### src/rtl/clog2_engine_pkg.sv
// Shared types and sizing helpers for the run-time clog2/bit-width engine.
package clog2_engine_pkg;

  typedef enum logic [1:0] {
    IDLE = 2'd0,
    CALC = 2'd1,
    DONE = 2'd2
  } clog2_engine_state_t;

  // Width of a field that can hold any value 0..dw.
  function automatic int clog2_res_w(input int dw);
    int r;
    r = 0;
    for (int i = 0; i < 31; i++) begin
      if ((64'd1 << i) < 64'(dw + 1)) r = i + 1;
    end
    return r;
  endfunction

endpackage

### src/rtl/clog2_engine_if.sv
// Operand/result handshake bundle for clog2_engine.
interface clog2_engine_if
  import clog2_engine_pkg::*;
#(
  parameter int DW = 32,
  parameter int RW = clog2_res_w(DW)
);

  logic          in_valid;
  logic          in_ready;
  logic [DW-1:0] in_n;
  logic          out_valid;
  logic          out_ready;
  logic [RW-1:0] out_clog2;
  logic [RW-1:0] out_bits;
  logic          out_pow2;
  logic          out_zero;

  modport slave (
    input  in_valid, in_n, out_ready,
    output in_ready, out_valid, out_clog2, out_bits, out_pow2, out_zero
  );

  modport master (
    output in_valid, in_n, out_ready,
    input  in_ready, out_valid, out_clog2, out_bits, out_pow2, out_zero
  );

endinterface

### src/rtl/clog2_engine.sv
// Iterative ceil(log2(n)) / bit-width / power-of-two engine, one shift per clock.
module clog2_engine
  import clog2_engine_pkg::*;
#(
  parameter int DW = 32
) (
  input  logic          clk,
  input  logic          rst_n,
  clog2_engine_if.slave bus
);

  localparam int RW = clog2_res_w(DW);

  clog2_engine_state_t state_q, state_d;
  logic [DW-1:0]       num_q, num_d;
  logic [RW-1:0]       cnt_q, cnt_d;
  logic                pow2_q, pow2_d;
  logic                zero_q, zero_d;

  logic [DW-1:0]       n_minus1;
  assign n_minus1 = bus.in_n - {{(DW-1){1'b0}}, 1'b1};

  always_ff @(posedge clk or negedge rst_n) begin
    if (!rst_n) begin
      state_q <= IDLE;
      num_q   <= '0;
      cnt_q   <= '0;
      pow2_q  <= 1'b0;
      zero_q  <= 1'b0;
    end else begin
      state_q <= state_d;
      num_q   <= num_d;
      cnt_q   <= cnt_d;
      pow2_q  <= pow2_d;
      zero_q  <= zero_d;
    end
  end

  always_comb begin
    state_d = state_q;
    num_d   = num_q;
    cnt_d   = cnt_q;
    pow2_d  = pow2_q;
    zero_d  = zero_q;
    case (state_q)
      IDLE: begin
        if (bus.in_valid) begin
          // n-1 wraps for n=0; the zero flag keeps that value from ever being shifted.
          num_d   = n_minus1;
          cnt_d   = '0;
          pow2_d  = (bus.in_n != '0) && ((bus.in_n & n_minus1) == '0);
          zero_d  = (bus.in_n == '0);
          state_d = CALC;
        end
      end
      CALC: begin
        if (zero_q || (num_q == '0)) begin
          state_d = DONE;
        end else begin
          num_d = num_q >> 1;
          cnt_d = cnt_q + 1'b1;
        end
      end
      DONE: begin
        if (bus.out_ready) state_d = IDLE;
      end
      default: state_d = IDLE;
    endcase
  end

  assign bus.in_ready  = (state_q == IDLE);
  assign bus.out_valid = (state_q == DONE);
  assign bus.out_clog2 = cnt_q;
  // Bit width equals clog2 except at exact powers of two, where it is one more.
  assign bus.out_bits  = zero_q ? '0 : (pow2_q ? cnt_q + 1'b1 : cnt_q);
  assign bus.out_pow2  = pow2_q;
  assign bus.out_zero  = zero_q;

endmodule
### src/flat_wrapper.sv
// flat-port wrapper written by rule: the top's interface ports become plain ports
module clog2_engine_flat import clog2_engine_pkg::*;
#(
  parameter int DW = 32
)
  (clk, rst_n, bus_in_valid, bus_in_n, bus_out_ready, bus_in_ready, bus_out_valid, bus_out_clog2, bus_out_bits, bus_out_pow2, bus_out_zero);
  clog2_engine_if #(.DW(DW)) bus_i ();
  input  logic clk;
  input  logic rst_n;
  input wire logic [$bits(bus_i.in_valid)-1:0] bus_in_valid;
  input wire logic [$bits(bus_i.in_n)-1:0] bus_in_n;
  input wire logic [$bits(bus_i.out_ready)-1:0] bus_out_ready;
  output wire logic [$bits(bus_i.in_ready)-1:0] bus_in_ready;
  output wire logic [$bits(bus_i.out_valid)-1:0] bus_out_valid;
  output wire logic [$bits(bus_i.out_clog2)-1:0] bus_out_clog2;
  output wire logic [$bits(bus_i.out_bits)-1:0] bus_out_bits;
  output wire logic [$bits(bus_i.out_pow2)-1:0] bus_out_pow2;
  output wire logic [$bits(bus_i.out_zero)-1:0] bus_out_zero;
  assign bus_i.in_valid = bus_in_valid;
  assign bus_i.in_n = bus_in_n;
  assign bus_i.out_ready = bus_out_ready;
  assign bus_in_ready = bus_i.in_ready;
  assign bus_out_valid = bus_i.out_valid;
  assign bus_out_clog2 = bus_i.out_clog2;
  assign bus_out_bits = bus_i.out_bits;
  assign bus_out_pow2 = bus_i.out_pow2;
  assign bus_out_zero = bus_i.out_zero;
  clog2_engine #(.DW(DW)) u_core (.clk(clk), .rst_n(rst_n), .bus(bus_i));
endmodule
### config.mk
export PLATFORM = sky130hd
export DESIGN_NAME = clog2_engine_flat
export DESIGN_NICKNAME = d
export VERILOG_FILES = /design/src/rtl/clog2_engine_pkg.sv /design/src/rtl/clog2_engine_if.sv /design/src/rtl/clog2_engine.sv /design/src/flat_wrapper.sv
export SDC_FILE = /design/constraint.sdc
export NUM_CORES = 1
export LEC_CHECK = 0
export CORE_MARGIN = 2
export CORE_UTILIZATION = 40
export DETAILED_ROUTE_END_ITERATION = 8
export PLACE_DENSITY = 0.73
export SYNTH_ARGS = -nofsm -noshare
export SYNTH_HDL_FRONTEND = slang
export SYNTH_SLANG_ARGS = --single-unit
### constraint.sdc
create_clock -name clk -period 2.6 [get_ports clk]
set_clock_uncertainty 0.1 [all_clocks]
set_input_delay 0.52 -clock clk [delete_from_list [all_inputs] [get_ports clk]]
set_output_delay 0.52 -clock clk [all_outputs]
set_load 0.03 [all_outputs]
* After elaboration in Yosys (flattened, before gate mapping)
Index checks and enable logic that the tools add are counted.
Word-level totals: word-level logic and storage cells 37, register bits after elaboration 42, input bits 36
Cells by class: bitwise logic cells 1, mux-type cells 12, reduce and logical (&&, ||, !) cells 11, equal/unequal tests 6, $add $sub $neg 2
Operators with widths (count):
- zero test 32 bit | 3
- two-way mux 32 bit | 2
- one-hot mux 32 bit (2 select lines) | 1
- bitwise AND 32 bit | 1
- nonzero test 32 bit | 1
- subtractor 32 x 1 -> 32 bit (second input constant) | 1
- two-way mux 6 bit | 4
- one-hot mux 6 bit (2 select lines) | 1
- adder 6 x 1 -> 6 bit (second input constant) | 1
- two-way mux 2 bit | 3
- != test 2 bit (second input constant) | 3
- one-hot mux 2 bit (3 select lines) | 1
- AND reduction 3 bit | 2
- == test 2 x 1 -> 1 bit (second input constant) | 1
- == test 2 bit (second input constant) | 1
- zero test 2 bit | 1
- != test 2 x 1 -> 1 bit (second input constant) | 1
- AND reduction 2 bit | 1
- nonzero test 2 bit | 1
- logical AND 1 bit | 1
- logical OR 1 bit | 1

* Logic depth before layout (Yosys ltp)
depth after elaboration 4, depth in mapped cells 10, gate-level depth less buffers 10

* Least setup slack after synthesis
No wires, ideal clock.
kind input to register, start point input port bus_in_n[4], end point register u_core.pow2_q, in the netlist u_core.bus.out_pow2, arrival 2704 ps, cell stages on the path 10, path slack -270 ps, cell sequence or4_4 > nor4_4 > and3_1 > nand2_1 > or3_1 > ha_1 > nor4_1 > nand4_1 > nor3_1 > a22o_1
On the way: cells in the longest elaborated chain, start to end 4, elaborated cells between the ends (all ways) 5, classes of those cells 1 x add/sub; 1 x bitwise; 3 x reduce/logical
Ends and longest elaborated chain:
- start, declared | RTL line flat_wrapper.sv:11 | input wire logic [$bits(bus_i.in_n)-1:0] bus_in_n;
- subtractor 32 x 1 -> 32 bit | RTL line clog2_engine.sv:21 | assign n_minus1 = bus.in_n - {{(DW-1){1'b0}}, 1'b1};
- bitwise AND 32 bit | RTL line clog2_engine.sv:51 | pow2_d = (bus.in_n != '0) && ((bus.in_n & n_minus1) == '0);
- zero test 32 bit | RTL line clog2_engine.sv:51
- logical AND 1 bit * | RTL line clog2_engine.sv:51
- end signal, assigned | RTL line clog2_engine.sv:34 | pow2_q <= pow2_d;
- end, declared | RTL line clog2_engine.sv:17 | logic pow2_q, pow2_d;
Every way passes the cells marked *; elsewhere a longest branch is shown, timed or not. A chain may end at the register's enable or synchronous reset.

* Worst setup path after layout
start point input port bus_in_n[3], end point register u_core.pow2_q, in the netlist u_core.bus.out_pow2
Same word-level chain as after synthesis.

==> out/metrics.csv <==
metric;value;unit
DIE AREA;8010;µm²
row count;31;
largest fanout on the critical path;3;
first-pass GRT wire length;11800;µm
worst-margin pin slew;0.671;ns
routed via count;2730;
Sw Share;0.373;
clk buf depth;2;
DP Wirelength;5500;µm
# IOs;52;
Syn Area/Cell;9.31;µm²
Num CTS Buffers;5;
worst-case reg-to-reg path depth;6;
WP data required;2.75;ns
placed cell area;3900;µm²
CP arrival;2.99;ns
worst skew pair latency;0.30;ns
vias per inst;5.27;
Final Hold Fails;0;
Worst R2R End;u_core.num_q[28];
Netlist cell types;38;
met3 wire length;206;µm
area of the multi-input gates;1920;µm²
# fillers;623;
WHS;0.145;ns
largest net degree at the start of global routing;64;
Gate power share;0.421;
sequential share of the synthesized area;0.359;
worst reg2reg startpoint;u_core.num_q[23];
Die Y;89.5;µm
met2 routed WL;3680;µm
yosys warns;0;
Die Width;89.5;µm
vias in the first global route;2585;
switching power;1.03;mW
R2R setup slack;0.42;ns
outcome;finished, violations left;
final setup margin;-0.238;ns
top layer in use;met4;
Seq cells post-synth;42;
NumNets Final;488;
period utilisation layout;1.09;
share of layout cells above drive strength 1;0.317;
Pwr Density;662;nW/µm²
Starting DRT DRC Count;149;
Worst Setup End Kind;flop;
Port Buffers;51;
Syn Inst Count;314;
RSZ-0062 raised after global routing;yes;
leakage;1.76;nW
Pre-antenna DRT Iters;4;
H-tree depth;2;
area of the mapped netlist;2920;µm²
Internal;1.73;mW
ant diodes;0;
FMAX;352;MHz
Total GRT Usage;0.191;
peak supply drop;0.000314;V
drc violations;0;
Core ar.;7180;µm²
synth-to-layout area growth;42.5;%
initial antenna violation count;0;
Seq. cell area;1050;µm²
Worst setup SP type;primary input;
gr ovfl total;0;
total wire length;7440;µm
clk root buf;clkbuf_8;
CTS tree;yes;
max cap viols;0;
Setup Viol. Count Final;5;
global placement routability congestion;0.819;
Rel. slew slack;0.553;
cell area after layout;4170;µm²
post-layout util;0.581;
Overall Power;2.76;mW
Final Critical Period;2.84;ns
Met1 Routed Length;3380;µm
Clock power frac;0.163;
critical path class;primary input to flop;
Mapped Nets;384;
# clock sinks;42;
CTS clk-pin slew, worst paths;0.08;ns
Reg power frac;0.416;
violated checks;setup timing;
routed len/inst;14.4;µm
Initial Utilization;0.407;
antenna-violating nets left;0;
Max Slew Vio Count;0;
Hold Path Class;primary input to asynchronous set/reset pin;
==> synth_stat cells <==
library cell | instances | area, µm²
a21oi_1 | 31 | 155
a22o_1 | 1 | 8.76
and2_1 | 2 | 12.5
and3_1 | 2 | 12.5
and4_1 | 1 | 8.76
buf_1 | 2 | 7.51
buf_2 | 3 | 15.0
clkbuf_1 | 10 | 37.5
dfrtp_1 | 42 | 1050
ha_1 | 34 | 425
inv_1 | 7 | 26.3
mux2_2 | 31 | 349
mux2i_1 | 2 | 20.0
nand2_1 | 16 | 60.1
nand2b_1 | 4 | 25.0
nand3_1 | 6 | 30.0
nand3_2 | 1 | 10.0
nand3b_1 | 3 | 22.5
nand4_1 | 7 | 43.8
nand4b_1 | 2 | 17.5
nor2_1 | 48 | 180
nor2_4 | 1 | 11.3
nor2b_1 | 2 | 12.5
nor3_1 | 7 | 35.0
nor4_1 | 16 | 100
nor4_4 | 1 | 21.3
o211ai_1 | 4 | 30.0
o21ai_0 | 4 | 20.0
o21ai_1 | 1 | 5.00
o31ai_1 | 4 | 30.0
o41ai_1 | 1 | 8.76
or2_1 | 1 | 6.26
or2_2 | 2 | 12.5
or3_1 | 8 | 50.1
or4_1 | 1 | 7.51
or4_4 | 1 | 11.3
xnor2_1 | 1 | 8.76
xor2_1 | 4 | 35.0
==> flip-flops by register name (all words and copies together) (netlist names) <==
name                  flops
u_core.num_q             32
u_core.bus.out_clog2      6
u_core.state_q            2
u_core.bus.out_pow2       1
u_core.bus.out_zero       1
==> power groups by stage <==
stage | logic (mW) | registers [mW] | clock network [mW]
after CTS | 1.15 | 1.14 | 0.459
after floorplan | 0.686 | 1.16 | 0
after global placement | 1.11 | 1.14 | 0
after global routing | 1.28 | 1.18 | 0.495
after detailed placement | 1.15 | 1.15 | 0
final | 1.16 | 1.15 | 0.450
==> layout by cell type (no fill, tap or decap), types with 2 or more instances in the layout <==
cell type	n
ha_1	31
nand4b_1	2
buf_4	59
o211ai_1	4
dlygate4sd2_1	4
mux2_2	25
nand3b_1	3
nand4_1	7
buf_2	5
mux2i_1	2
xor2_1	4
or3_1	7
and3_1	2
nor4_4	2
and2_4	2
nand3_1	6
nand2b_1	3
clkbuf_8	6
nand2_1	15
ha_4	2
buf_6	4
nor3_2	2
dfrtp_1	42
clkdlybuf4s15_1	2
or4_4	2
a21oi_1	27
a21oi_2	4
inv_1	7
mux2_4	6
clkdlybuf4s50_1	37
o31ai_1	4
nor3_1	5
nor4_2	2
nor2_1	48
nor4_1	13
o21ai_0	4
==> worst max path at each step <==
stage,start,end,slack (ns)
after floorplan,bus_in_n[4],u_core.bus.out_pow2,-0.20
after global placement,bus_in_n[4],u_core.bus.out_pow2,-0.88
after detailed placement,bus_in_n[4],u_core.bus.out_pow2,-0.96
after CTS,bus_in_n[11],u_core.bus.out_pow2,-0.30
after global routing,bus_in_n[8],u_core.bus.out_pow2,-0.32
final,bus_in_n[3],u_core.bus.out_pow2,-0.24
==> final cells by class <==
class	instances	area share
Sequential cell	42	0.252
Timing Repair Buffer	112	0.228
Clock buffer	6	0.0198
Inverter	7	0.00630
Clock inverter	2	0.00300
Tap cell	99	0.0297
Multi-Input combinational cell	250	0.461
==> layer usage <==
layer | global-route usage | vias up
met1 | 0.239 | 1319
met2 | 0.329 | 46
met5 | 0 | -
met3 | 0.0342 | 16
met4 | 0.0692 | 0
li1 | - | 1349
==> cell families after synthesis <==
logic type / share of synthesized area
XOR/XNOR: 0.0150
AND/OR/NAND/NOR: 0.236
adder cells (fa/ha/maj): 0.145
AO/OA/AOI/OAI: 0.0881
buffers and inverters: 0.0295
flip-flops: 0.359
multiplexers: 0.126
==> timing repair <==
item	4_1_cts	5_1_grt
pin swaps	16	12
endpoints found under the setup margin	23	13
hold buffers	0	0
buffers inserted	6	3
resized for setup	44	16
==> through the flow <==
stage / std cells / setup WS, ns / TNS (ns)
after CTS: 515 / -0.299 / -0.398
final: 518 / -0.238 / -0.442
after floorplan: 314 / -0.204 / -0.647
after detailed placement: 501 / -0.955 / -12.40
after global placement: 501 / -0.882 / -11.49
after global routing: 518 / -0.317 / -0.713
==> worst max-delay path, cell delays in order <==
cell and delay (ns):
buf_6 0.09, or4_4 0.56, nor4_4 0.36, and4_4 0.28
and2_4 0.15, buf_4 0.11, nand2_1 0.05, ha_1 0.18
nor4_1 0.23, nand4_1 0.19, nor3_2 0.14, a22o_1 0.14
(Power assumes the default switching activity.)
